===== src/rtl/instr_encoder.sv =====
// MIPS instruction encoder streaming one word per handshake into imem.
// Define BRANCH_DELAY_NOP_EN to follow each BEQ/BNE/J with a delay-slot NOP.
module instr_encoder #(
  parameter int          ADDR_W    = 6,
  parameter int unsigned BASE_ADDR = 0
) (
  input  logic              clk,
  input  logic              reset_n,
  input  logic              clear,
  input  logic              req_valid,
  output logic              req_ready,
  input  logic [3:0]        req_kind,
  input  logic [4:0]        req_rs,
  input  logic [4:0]        req_rt,
  input  logic [4:0]        req_rd,
  input  logic [15:0]       req_imm,
  input  logic [25:0]       req_target,
  output logic              wr_valid,
  input  logic              wr_ready,
  output logic [ADDR_W-1:0] wr_addr,
  output logic [31:0]       wr_data,
  output logic              err_illegal
);

  localparam logic [ADDR_W-1:0] BASE = ADDR_W'(BASE_ADDR);

  localparam logic [3:0] K_ADD  = 4'd0;
  localparam logic [3:0] K_SUB  = 4'd1;
  localparam logic [3:0] K_AND  = 4'd2;
  localparam logic [3:0] K_OR   = 4'd3;
  localparam logic [3:0] K_SLT  = 4'd4;
  localparam logic [3:0] K_LW   = 4'd5;
  localparam logic [3:0] K_SW   = 4'd6;
  localparam logic [3:0] K_BEQ  = 4'd7;
  localparam logic [3:0] K_BNE  = 4'd8;
  localparam logic [3:0] K_ADDI = 4'd9;
  localparam logic [3:0] K_ORI  = 4'd10;
  localparam logic [3:0] K_J    = 4'd11;
  localparam logic [3:0] K_NOP  = 4'd12;

`ifdef BRANCH_DELAY_NOP_EN
  typedef enum logic [1:0] {
    IDLE = 2'd0,
    HOLD = 2'd1,
    DLY  = 2'd2
  } state_e;
`else
  typedef enum logic [1:0] {
    IDLE = 2'd0,
    HOLD = 2'd1
  } state_e;
`endif

  state_e              state_q, state_d;
  logic [31:0]         data_q, data_d;
  logic [ADDR_W-1:0]   addr_q, addr_d;
  logic                err_q, err_d;

  logic [31:0]         enc_word;
  logic                enc_ok;
  logic                accept;
  logic                wr_fire;
`ifdef BRANCH_DELAY_NOP_EN
  logic                enc_br;
`endif

  function automatic logic [31:0] r_word(
    input logic [4:0] s, input logic [4:0] t,
    input logic [4:0] d, input logic [5:0] f
  );
    return {6'h00, s, t, d, 5'd0, f};
  endfunction

  function automatic logic [31:0] i_word(
    input logic [5:0] op, input logic [4:0] s,
    input logic [4:0] t, input logic [15:0] im
  );
    return {op, s, t, im};
  endfunction

  always_comb begin
    enc_word = 32'h0;
    enc_ok   = 1'b1;
    unique case (req_kind)
      K_ADD:  enc_word = r_word(req_rs, req_rt, req_rd, 6'h20);
      K_SUB:  enc_word = r_word(req_rs, req_rt, req_rd, 6'h22);
      K_AND:  enc_word = r_word(req_rs, req_rt, req_rd, 6'h24);
      K_OR:   enc_word = r_word(req_rs, req_rt, req_rd, 6'h25);
      K_SLT:  enc_word = r_word(req_rs, req_rt, req_rd, 6'h2A);
      K_LW:   enc_word = i_word(6'h23, req_rs, req_rt, req_imm);
      K_SW:   enc_word = i_word(6'h2B, req_rs, req_rt, req_imm);
      K_BEQ:  enc_word = i_word(6'h04, req_rs, req_rt, req_imm);
      K_BNE:  enc_word = i_word(6'h05, req_rs, req_rt, req_imm);
      K_ADDI: enc_word = i_word(6'h08, req_rs, req_rt, req_imm);
      K_ORI:  enc_word = i_word(6'h0D, req_rs, req_rt, req_imm);
      K_J:    enc_word = {6'h02, req_target};
      K_NOP:  enc_word = 32'h0;
      default: enc_ok  = 1'b0;
    endcase
  end

`ifdef BRANCH_DELAY_NOP_EN
  always_comb begin
    enc_br = (req_kind == K_BEQ) ||
             (req_kind == K_BNE) ||
             (req_kind == K_J);
  end
`endif

  always_ff @(posedge clk or negedge reset_n) begin
    if (!reset_n) begin
      state_q <= IDLE;
      data_q  <= 32'h0;
      addr_q  <= BASE;
      err_q   <= 1'b0;
    end else begin
      state_q <= state_d;
      data_q  <= data_d;
      addr_q  <= addr_d;
      err_q   <= err_d;
    end
  end

  always_comb begin
    accept  = req_valid && req_ready;
    wr_fire = wr_valid && wr_ready;
    state_d = state_q;
    data_d  = data_q;
    addr_d  = addr_q;
    err_d   = 1'b0;
    if (wr_fire) addr_d = addr_q + 1'b1;
    unique case (state_q)
      IDLE, HOLD: begin
        if (accept) begin
          if (enc_ok) begin
            data_d  = enc_word;
            state_d = HOLD;
`ifdef BRANCH_DELAY_NOP_EN
            if (enc_br) state_d = DLY;
`endif
          end else begin
            // Illegal kind is swallowed; any word written this edge empties us.
            err_d   = 1'b1;
            state_d = IDLE;
          end
        end else if (wr_fire) begin
          state_d = IDLE;
        end
      end
`ifdef BRANCH_DELAY_NOP_EN
      DLY: begin
        if (wr_fire) begin
          data_d  = 32'h0;
          state_d = HOLD;
        end
      end
`endif
      default: state_d = IDLE;
    endcase
    if (clear) begin
      state_d = IDLE;
      data_d  = 32'h0;
      addr_d  = BASE;
      err_d   = 1'b0;
    end
  end

  always_comb begin
    wr_valid    = (state_q != IDLE);
    req_ready   = !wr_valid || wr_ready;
`ifdef BRANCH_DELAY_NOP_EN
    if (state_q == DLY) req_ready = 1'b0;
`endif
    wr_data     = data_q;
    wr_addr     = addr_q;
    err_illegal = err_q;
  end

endmodule

===== config.mk =====
export PLATFORM = sky130hd
export DESIGN_NAME = instr_encoder
export DESIGN_NICKNAME = d
export VERILOG_FILES = /design/src/rtl/instr_encoder.sv
export SDC_FILE = /design/constraint.sdc
export NUM_CORES = 1
export LEC_CHECK = 0
export CORE_ASPECT_RATIO = 0.6
export CORE_MARGIN = 2
export CORE_UTILIZATION = 25
export DETAILED_ROUTE_END_ITERATION = 7
export MAX_ROUTING_LAYER = met4
export SKIP_LAST_GASP = 1
export SLEW_MARGIN = 5
export SYNTH_ARGS = -nofsm -noshare
export SYNTH_HDL_FRONTEND = slang
export SYNTH_SLANG_ARGS = --single-unit

===== constraint.sdc =====
create_clock -name clk -period 2 [get_ports clk]
set_clock_uncertainty 0.15 [all_clocks]
set_input_delay 0.4 -clock clk [delete_from_list [all_inputs] [get_ports clk]]
set_output_delay 0.4 -clock clk [all_outputs]
set_load 0.02 [all_outputs]

==> results of run 1 <==
flip-flops by register name, indices dropped and copies added, names as in the netlist:
signal and cells:
err_illegal 1, state_q 1, wr_addr 6, wr_data 31
worst max-delay path, cell delays in order:
cell and delay [ns]:
clkdlybuf4s50_1 0.49, buf_4 0.20, inv_2 0.05, o21ba_2 0.27, a222oi_1 0.39, o21ai_1 0.10
cells by family (layout without fill, tap and decap cells):
family | Yosys count | after routing | share of synthesized area [%]
mux | 4 | 4 | 2.01
fa+ha+maj | 1 | 1 | 0.629
flops | 39 | 39 | 49.1
buf+inv | 20 | 146 | 5.73
xor+xnor | 6 | 6 | 2.64
other cells | 1 | 1 | 0.189
simple gates | 60 | 60 | 14.2
compound gates | 73 | 73 | 25.6
per-stage QoR:
| step | setup WS [ns] | TNS (ns) |
|---|---|---|
| final | 0.103 | 0 |
| after global routing | 0.0192 | 0 |
| after CTS | 0.0363 | 0 |
| after detailed placement | -0.276 | -5.13 |
| after global placement | -0.148 | -3.67 |
| after floorplan | 0.348 | 0 |
cell usage in the layout, fill, tap and decap left out, drive strengths merged, types with 2 or more instances in the layout:
cell           count
clkdlybuf4s50    103
dfrtp             39
nand2             31
buf               30
o21ai             25
a22oi             16
nor2              11
a21oi              6
a222oi             5
clkbuf             5
o22ai              5
nor3               4
mux2i              4
xor2               4
a22o               4
nand2b             3
clkinv             3
inv                3
nand3              2
a32oi              2
and3               2
xnor2              2
nand4              2
a31oi              2
and2               2
per-layer routing:
metal | up-vias | wire [um]
met5 | - | 0
met3 | 2 | 539
met4 | 0 | 21
met1 | 993 | 3230
met2 | 73 | 2860
li1 | 993 | -
cell type report:
cell class                 count  share of cell area, %
clock buffer                   5                   3.57
sequential                    39                   27.9
inverter                       3                  0.322
clock inverter                 3                  0.429
multi-input combinational    145                   26.2
timing repair buffer         135                   37.8
tap                          108                   3.86
path summary, 6_finish.rpt:
path	start	endpoint	slack, ns	cells after the start
min reg2reg	wr_data[23]	wr_data[23]	0.33	2
max in group asynchronous	reset_n	wr_data[1]	0.77	3
min in group asynchronous	reset_n	wr_data[7]	0.46	2
min	wr_data[23]	wr_data[23]	0.33	2
max	req_kind[2]	wr_data[15]	0.10	6
max reg2reg	state_q[0]	wr_data[1]	0.48	7
power breakdown:
| part | total (mW) | internal [mW] | leakage (nW) | switching [mW] |
|---|---|---|---|---|
| registers | 0.843 | 0.823 | 0.534 | 0.0205 |
| logic | 0.511 | 0.284 | 0.873 | 0.227 |
| clock network | 0.757 | 0.455 | 0.0733 | 0.303 |
| total | 2.11 | 1.56 | 1.48 | 0.550 |
timing repair:
action | in CTS | in global routing
endpoints found under the setup margin | 1 | 14
gates resized for setup | 1 | 2
endpoints found under the hold margin | 17 | 0
pin swaps | 0 | 0
hold buffers | 1 | 0
==> metrics.md, run 1 <==
| Metric | Value |
|---|---|
| Most frequent cell after synthesis | dfrtp_1 |
| Placed Cells | approximately 430 |
| Fin. Hold Viols | 0 |
| Die extent in x | approximately 120 um |
| Initial antenna violation count | 0 |
| FF+latch area | roughly 1000 um^2 |
| Initial Util | between 20% and 30% |
| Crit start category | input port |
| Non-filler cells, final | 438 |
| Clk slew on worst S/H paths | roughly 0.060 ns |
| # DRC | 0 |
| Setup bufs post-CTS | 0 |
| Synth warnings | 0 |
| I/O Buffers | 105 |
| Max-cap violations | 0 |
| Num ports | ~110 |
| Area of placed instances | 3340 um^2 |
| Post-synth EDFFs | 0 |
| Slew Limit Fails | 0 |
| FMAX | around 530 MHz |
| Synth area leader | dfrtp_1 |
| Met2 Resource Use GR | about 23% |
| Final setup viols | 0 |
| CTS tree | yes |
| Vias per inst | 4.71 |
| GR Util met1 | 21.2% |
| Clk root buf | clkbuf_16 |
| Netlist Area Pre-Place | approximately 2000 um^2 |
| PwrDens | around 600 nW/um^2 |
| CTS Buf Count | 5 |
| Clk sinks | 39 |
| Final hold slack | ~0.33 ns |
| Leak Pwr | 1.48 nW |
| First-pass GRT wire length | a little over 10000 um |
| Crit Path Max Fanout | 11 |
| Yosys cell types | 44 |
| Die H | 73.1 um |
| Final instance area | between 3000 and 4000 um^2 |
| Cell Rows | 25 |
| Cells after Synth | roughly 200 |
| Clock latency at the later pin of the worst-skew pair | about 0.28 ns |
| Global routing usage on met3 | 5.00% |
| Status | finished, final reports clean |
| Top post-synthesis cells by area | dfrtp_1, o21ai_1, a22oi_1, nand2_1, buf_4 |
| GRT busiest layer | met2 |
| CP Capture Type | register |
| Top FF cell, synth | dfrtp_1 |
| Core area | between 7000 and 8000 um^2 |
| Max VDD drop | 0.321 mV |
| H-tree depth | 2 |
| Fill cells | between 700 and 800 |
| GRT Total Usage | between 10% and 20% |
| Hpwl dp | slightly above 5000 um |
| Die ar. | 8710 um^2 |
| Vias in the first global route | between 2000 and 2500 |
| Final layout net count | a little under 400 |
| Multi-input gate area | a little over 900 um^2 |
| Syn nets | 271 |
| Commonest cells post-synth | dfrtp_1, nand2_1, o21ai_1 |
| Critical path arrival | around 1.9 ns |
| RSZ-0062 raised after global routing | false |
| Hold Crit Class | reg2reg |
| Crit share post-route | 94.9% |
| Per-cell routed wire length | 15.2 um |
| Critical path class | in2reg |
| Vias | 2061 |
| Avg Synthesized Cell Area | slightly below 10 um^2 |
| Antenna cells | 0 |
| Global placement routability congestion | around 0.79 |
| Core Util, Final | roughly 45% |
| CP Data Required Time | 2.00 ns |
| Post-synth ARST share | 100% |
| Clock buffer depth | 2 |
| Drt initial violations | 120 |
| Largest net degree at the start of global routing | 23 |
| Flops & latches, synth | 39 |
| Final wirelength | roughly 6600 um |
| ANT nets after route | 0 |
| First drt pass iteration count | 4 |
| Min Tclk post-route | ~1.9 ns |
| Yosys top cell area share | just under 50% |
| Area growth syn-to-layout | 76.1% |
| Seq/Total Area, Yosys | around half |
| Share of cells above drive strength 1 | ~15% |
| Total power | around 2.1 mW |
| GR Overflow Total | 0 |
No activity file was read; power rests on OpenSTA's default activity.
==> run 2, diff against run 1 <==
Settings changed: TNS_END_PERCENT set to 1.
==> run 2 against run 1 <==
Net effect: cell count is the same; sequential power barely moved; maximum frequency is 0.16% lower; register-to-register slack hardly changed; power is 0.16% lower; flip-flop and latch count unchanged; final area shrank 0.21%; global-route usage stayed put; combinational power down 0.8%; sequential share of layout area up 0.060 points; first-iteration DRC count up 14%; wire length is 0.57% lower; critical path type unchanged; largest cell class unchanged; highest routed layer unchanged.
==> metrics.md, run 2 (same netlist as run 1, synthesis figures left out) <==
| Metric | Value |
|---|---|
| I/O Buffers | 105 (unchanged) |
| Cell Rows | 25 (unchanged) |
| Die H | 73.1 um (unchanged) |
| Num ports | 107 (unchanged) |
| Global placement routability congestion | 0.788 (unchanged) |
| CP Data Required Time | 2.05 ns (+0.05 ns) |
| Fin. Hold Viols | 0 (unchanged) |
| Clock network fraction of total power | 35.9% (about the same) |
| Initial Util | 25.5% (unchanged) |
| Max VDD drop | 0.319 mV (-0.48%) |
| Vias | 2052 (-0.44%) |
| CTS Buf Count | 5 (unchanged) |
| P_sw | 548 uW (-0.38%) |
| Pint | 1.56 mW (about the same) |
| Min setup slack post-route | 0.0995 ns (-0.00313 ns) |
| Clock buffer depth | 2 (unchanged) |
| Max-cap violations | 0 (unchanged) |
| FMAX | 526 MHz (-0.16%) |
| Critical path class | in2reg |
| Initial antenna violation count | 0 (unchanged) |
| Antenna cells | 0 (unchanged) |
| GR Overflow Total | 0 (unchanged) |
| Clock latency at the later pin of the worst-skew pair | 0.28 ns (about the same) |
| Non-filler cells, final | 438 (unchanged) |
| Largest net degree at the start of global routing | 23 (unchanged) |
| Clk sinks | 39 (unchanged) |
| Final hold slack | 0.332 ns (+0.0000950 ns) |
| Leak Pwr | 1.48 nW (about the same) |
| First drt pass iteration count | 5 (+1) |
| Hold Crit Class | reg2reg |
| Drt initial violations | 137 (+14%) |
| Crit start category | input port |
| Switching Fraction | 26.0% (-0.059 points) |
| Final setup viols | 0 (unchanged) |
| Status | finished, final reports clean |
| Sequential power share | 40.0% (about the same) |
| Max reg flops | 31 (unchanged) |
| Share of power burned in combinational logic | 24.1% (about the same) |
| Setup bufs post-CTS | 0 (unchanged) |
| Worst reg2reg setup slack | 0.48 ns (about the same) |
| Final wirelength | 6610 um (-0.57%) |
| Area growth syn-to-layout | 75.7% |
| Die extent in x | 119 um (unchanged) |
| Clk root buf | clkbuf_16 |
| Core area | 7790 um^2 (unchanged) |
| Most frequent cells in the layout | clkdlybuf4s50_1, dfrtp_1, nand2_1 |
| Clk slew on worst S/H paths | 0.06 ns (about the same) |
| Die ar. | 8710 um^2 (unchanged) |
| First-pass GRT wire length | 10200 um (unchanged) |
| Vias in the first global route | 2014 (unchanged) |
| ANT nets after route | 0 (unchanged) |
| # DRC | 0 (unchanged) |
| Min Tclk post-route | 1.90 ns (+0.00313 ns) |
| Crit share post-route | 95.0% (+0.16 points) |
| RSZ-0062 raised after global routing | true |
| Core Util, Final | 44.9% (-0.096 points) |
| CP Capture Type | register |
| PwrDens | 603 nW/um^2 (about the same) |
| Most common cell after layout, fill and taps aside | clkdlybuf4s50_1 |
| H-tree depth | 2 (unchanged) |
| Final layout net count | 396 (unchanged) |
| GRT Total Usage | 15.6% (unchanged) |
| Critical path arrival | 1.95 ns (+0.05 ns) |
| CTS tree | yes |
| Crit Path Max Fanout | 7 (-4) |
| Slew Limit Fails | 0 (unchanged) |
| Per-cell routed wire length | 15.1 um (-0.57%) |
| Hpwl dp | 5200 um (unchanged) |
| Share of cells above drive strength 1 | 14.5% (unchanged) |
| Vias per inst | 4.68 (-0.44%) |
| Placed Cells | 429 (unchanged) |
| Pre-CTS setup slack | -0.276 ns (unchanged) |
[run 2: cell types whose count changed in the layout (fill, tap and decap cells not counted)]
cell     before  now
o22ai_2       0    1
o22ai_4       1    0
[run 2: routing by layer]
layer | vias to the layer above | GRT usage (%) | routed length, um
met2 | 75 | 23.1 | 2810
met1 | 978 | 21.2 | 3260
met3 | 2 | 5.00 | 518
li1 | 997 | - | -
met4 | 0 | 2.65 | 21
met5 | - | - | 0
[run 2: final timing paths]
path | cells past startpoint | start | end
worst max register to register | 7 | state_q[0] | wr_data[1]
worst min register to register | 2 | wr_data[23] | wr_data[23]
max in group asynchronous | 3 | reset_n | wr_data[4]
min in group asynchronous | 2 | reset_n | wr_data[7]
worst max-delay path | 6 | req_kind[2] | wr_data[10]
worst min-delay path | 2 | wr_data[23] | wr_data[23]
[run 2: final cells by class]
class	count	area, um^2
fill	758	4300
timing repair buffer	135	1320
sequential	39	976
multi-input combinational	145	908
tap	108	135
clock buffer	5	125
clock inverter	3	15.0
inverter	3	11.3
[run 2: timing repair]
action	in CTS	in global routing
resized for setup	1	1
setup endpoints to repair	1	14
hold endpoints to repair	17	0
hold buffers	1	0
[run 2: stage by stage]
stage	total power, mW	TNS [ns]	instance area, um^2
global placement	1.36	-3.67	3340
finish	2.11	0	3490
CTS	2.14	0	3490
detailed placement	1.37	-5.13	3340
global route	2.21	-0.0186	3490
floorplan	1.06	0	1990
[run 2: power groups by stage]
| stage | sequential, mW | combinational (mW) | clock, mW |
|---|---|---|---|
| finish | 0.843 | 0.507 | 0.758 |
| global route | 0.847 | 0.547 | 0.816 |
| CTS | 0.844 | 0.511 | 0.783 |
| detailed placement | 0.857 | 0.509 | 0 |
| global placement | 0.857 | 0.504 | 0 |
| floorplan | 0.897 | 0.161 | 0 |
[run 2: critical path: stages]
cell	delay [ns]
clkdlybuf4s50_1	0.49
or2b_1	0.27
o22ai_2	0.34
buf_4	0.22
a22oi_1	0.10
o21ai_1	0.13
==> run 3, diff against run 2 <==
Settings changed: GPL_TIMING_DRIVEN set to 0.
Clock period 2 ns to 2.4 ns, I/O delays scaled along.
==> run 3 against run 2 <==
Net effect: critical path depth is 2 lower; sequential power is 17% lower; final area is 5.2% lower; clock power is 16% lower; cell count is 3.2% lower; register-to-register slack better by 0.16 ns; power is 18% lower; hold slack worse by 0.30 ns; largest cell class unchanged.
==> metrics.md, run 3 (same netlist as run 1, synthesis figures left out) <==
| Metric | Value |
|---|---|
| Cell Rows | 25 (unchanged) |
| Max VDD drop | 0.252 mV (-21%) |
| GRT Total Usage | 16.1% (+0.54 points) |
| # DRC | 0 (unchanged) |
| Fin. Hold Viols | 0 (unchanged) |
| Most common cell after layout, fill and taps aside | clkdlybuf4s50_1 |
| Max-slew headroom | between 40% and 50% |
| Global placement routability congestion | 0.793 (+0.71%) |
| R2R cell count | 5 (-2) |
| Clk slew on worst S/H paths | 0.05 ns (about the same) |
| Status | finished, final reports clean |
| Initial Util | 25.5% (unchanged) |
| PwrDens | 522 nW/um^2 (-14%) |
| Slew Limit Fails | 0 (unchanged) |
| Most frequent cells in the layout | clkdlybuf4s50_1, dfrtp_1, nand2_1 |
| CTS Buf Count | 5 (unchanged) |
| Critical path class | in2out |
| Vias | 1973 (-3.8%) |
| Min Tclk post-route | approximately 2.2 ns |
| Drt initial violations | 109 (-20%) |
| Final instance area | 3310 um^2 (-5.2%) |
| Per-cell routed wire length | 15.7 um (+3.8%) |
| Crit Path Max Fanout | 9 (+2) |
| Placed Cells | 416 (-3.0%) |
| First-pass GRT wire length | 10500 um (+3.2%) |
| FMAX | approximately 450 MHz |
| Non-filler cells, final | 424 (-3.2%) |
| Clk sinks | 39 (unchanged) |
| Clock latency at the later pin of the worst-skew pair | 0.28 ns (about the same) |
| Share of cells above drive strength 1 | 8.86% (-5.7 points) |
| GR Overflow Total | 0 (unchanged) |
| Num ports | 107 (unchanged) |
| Area of placed instances | 3180 um^2 (-4.9%) |
| Antenna cells | 0 (unchanged) |
| ANT nets after route | 0 (unchanged) |
| CP Capture Type | output port |
| CP Data Required Time | 1.77 ns (-0.28 ns) |
| Max reg flops | 31 (unchanged) |
| Core area | 7790 um^2 (unchanged) |
| Worst slew pin tran | 0.783 ns |
| Largest net degree at the start of global routing | 22 (-4.3%) |
| Hold Crit Class | in2async |
| CTS tree | yes |
| Crit share post-route | between 90% and 100% |
| First drt pass iteration count | 4 (-1) |
| RSZ-0062 raised after global routing | false |
| Vias per inst | 4.65 (-0.68%) |
| Final setup viols | 0 (unchanged) |
| Leak Pwr | 1.38 nW (-6.6%) |
| Die extent in x | 119 um (unchanged) |
| Vias in the first global route | 2009 (-0.25%) |
| I/O Buffers | 103 (-1.9%) |
| Initial antenna violation count | 0 (unchanged) |
| Final layout net count | 382 (-3.5%) |
| Hpwl dp | 5140 um (-1.1%) |
| Setup bufs post-CTS | 0 (unchanged) |
| Family with the most delay on the worst path | buffers and inverters |
| CP Buf/Inv Count | 3 (+1) |
| CP peak stage delay | 0.46 ns (-0.03 ns) |
| Max-cap violations | 0 (unchanged) |
| H-tree depth | 2 (unchanged) |
| Crit start category | input port |
| Clk root buf | clkbuf_16 |
| Critical path arrival | 1.57 ns (-0.38 ns) |
| Final wirelength | 6640 um (+0.48%) |
| Die H | 73.1 um (unchanged) |
| Worst path depth | 4 (-2) |
| Area growth syn-to-layout | 66.6% |
| Critical path cell sequence | clkdlybuf4s50_1 > nand2b_1 > buf_2 > dlygate4sd2_1 |
| Die ar. | 8710 um^2 (unchanged) |
| Clock buffer depth | 2 (unchanged) |
| Slowest cell on the critical path | clkdlybuf4s50_1 |
[run 3: changes by cell type in the layout (fill, tap and decap cells not counted), sizes merged]
cell | previous run | this run
clkinv | 3 | 1
dlygate4sd3 | 1 | 0
clkdlybuf4s50 | 103 | 101
clkbuf | 5 | 12
buf | 30 | 14
[run 3: final timing paths]
check                            start          end  slack [ns]
setup / recovery              wr_ready    req_ready        0.20
hold / removal                 reset_n   wr_data[7]        0.03
setup reg to reg            state_q[0]   wr_data[9]        0.64
hold reg to reg            wr_data[10]  wr_data[10]        0.33
max in group asynchronous      reset_n  wr_data[26]        1.59
min in group clk           wr_data[10]  wr_data[10]        0.33
[run 3: final cells by class]
type | instances | area (um^2)
fill | 785 | 4480
timing repair buffer | 104 | 1050
buffer | 17 | 103
clock buffer | 7 | 133
inverter | 3 | 11.3
clock inverter | 1 | 5.00
sequential | 39 | 976
tap | 108 | 135
multi-input combinational | 145 | 898
[run 3: metal layers]
metal | vias up | global-route usage (%) | wire length (um) | share of wire (%)
met1 | 934 | 22.5 | 3390 | 51
met4 | 0 | 3.57 | 36 | 0.54
met3 | 4 | 4.53 | 487 | 7.3
met5 | - | - | 0 | 0
li1 | 966 | - | - | -
met2 | 69 | 23.1 | 2730 | 41
[run 3: worst reg2reg max path, cell delays in order, from the launching register on]
cell	delay, ns
dfrtp_1	0.36
nand2b_1	0.06
buf_2	0.17
nand3_1	0.29
clkbuf_1	0.45
o21ai_1	0.15
[run 3: power by group]
| group | switching (mW) | total [mW] | internal [mW] |
|---|---|---|---|
| combinational | 0.181 | 0.389 | 0.208 |
| clock | 0.253 | 0.637 | 0.384 |
| sequential | 0.0166 | 0.702 | 0.686 |
[run 3: what timing repair did]
action / in CTS / in global routing
setup endpoints to repair: 1 / 0
hold buffers: 0 / 0
resized for setup: 1 / 0
[run 3: metrics by stage]
step / utilization, % / setup TNS, ns / worst slack [ns] / power [mW] / hold slack [ns]
3_3_place_gp: 40.5 / -13.58 / -0.349 / 1.10 / 0.307
4_1_cts: 42.5 / 0 / 0.193 / 1.75 / 0.0468
6_report: 42.5 / 0 / 0.197 / 1.73 / 0.0313
5_1_grt: 42.5 / 0 / 0.101 / 1.82 / 0.0658
3_5_place_dp: 40.8 / -0.0815 / -0.0813 / 1.11 / 0.325
2_1_floorplan: - / 0 / 0.668 / 0.882 / 0.0344
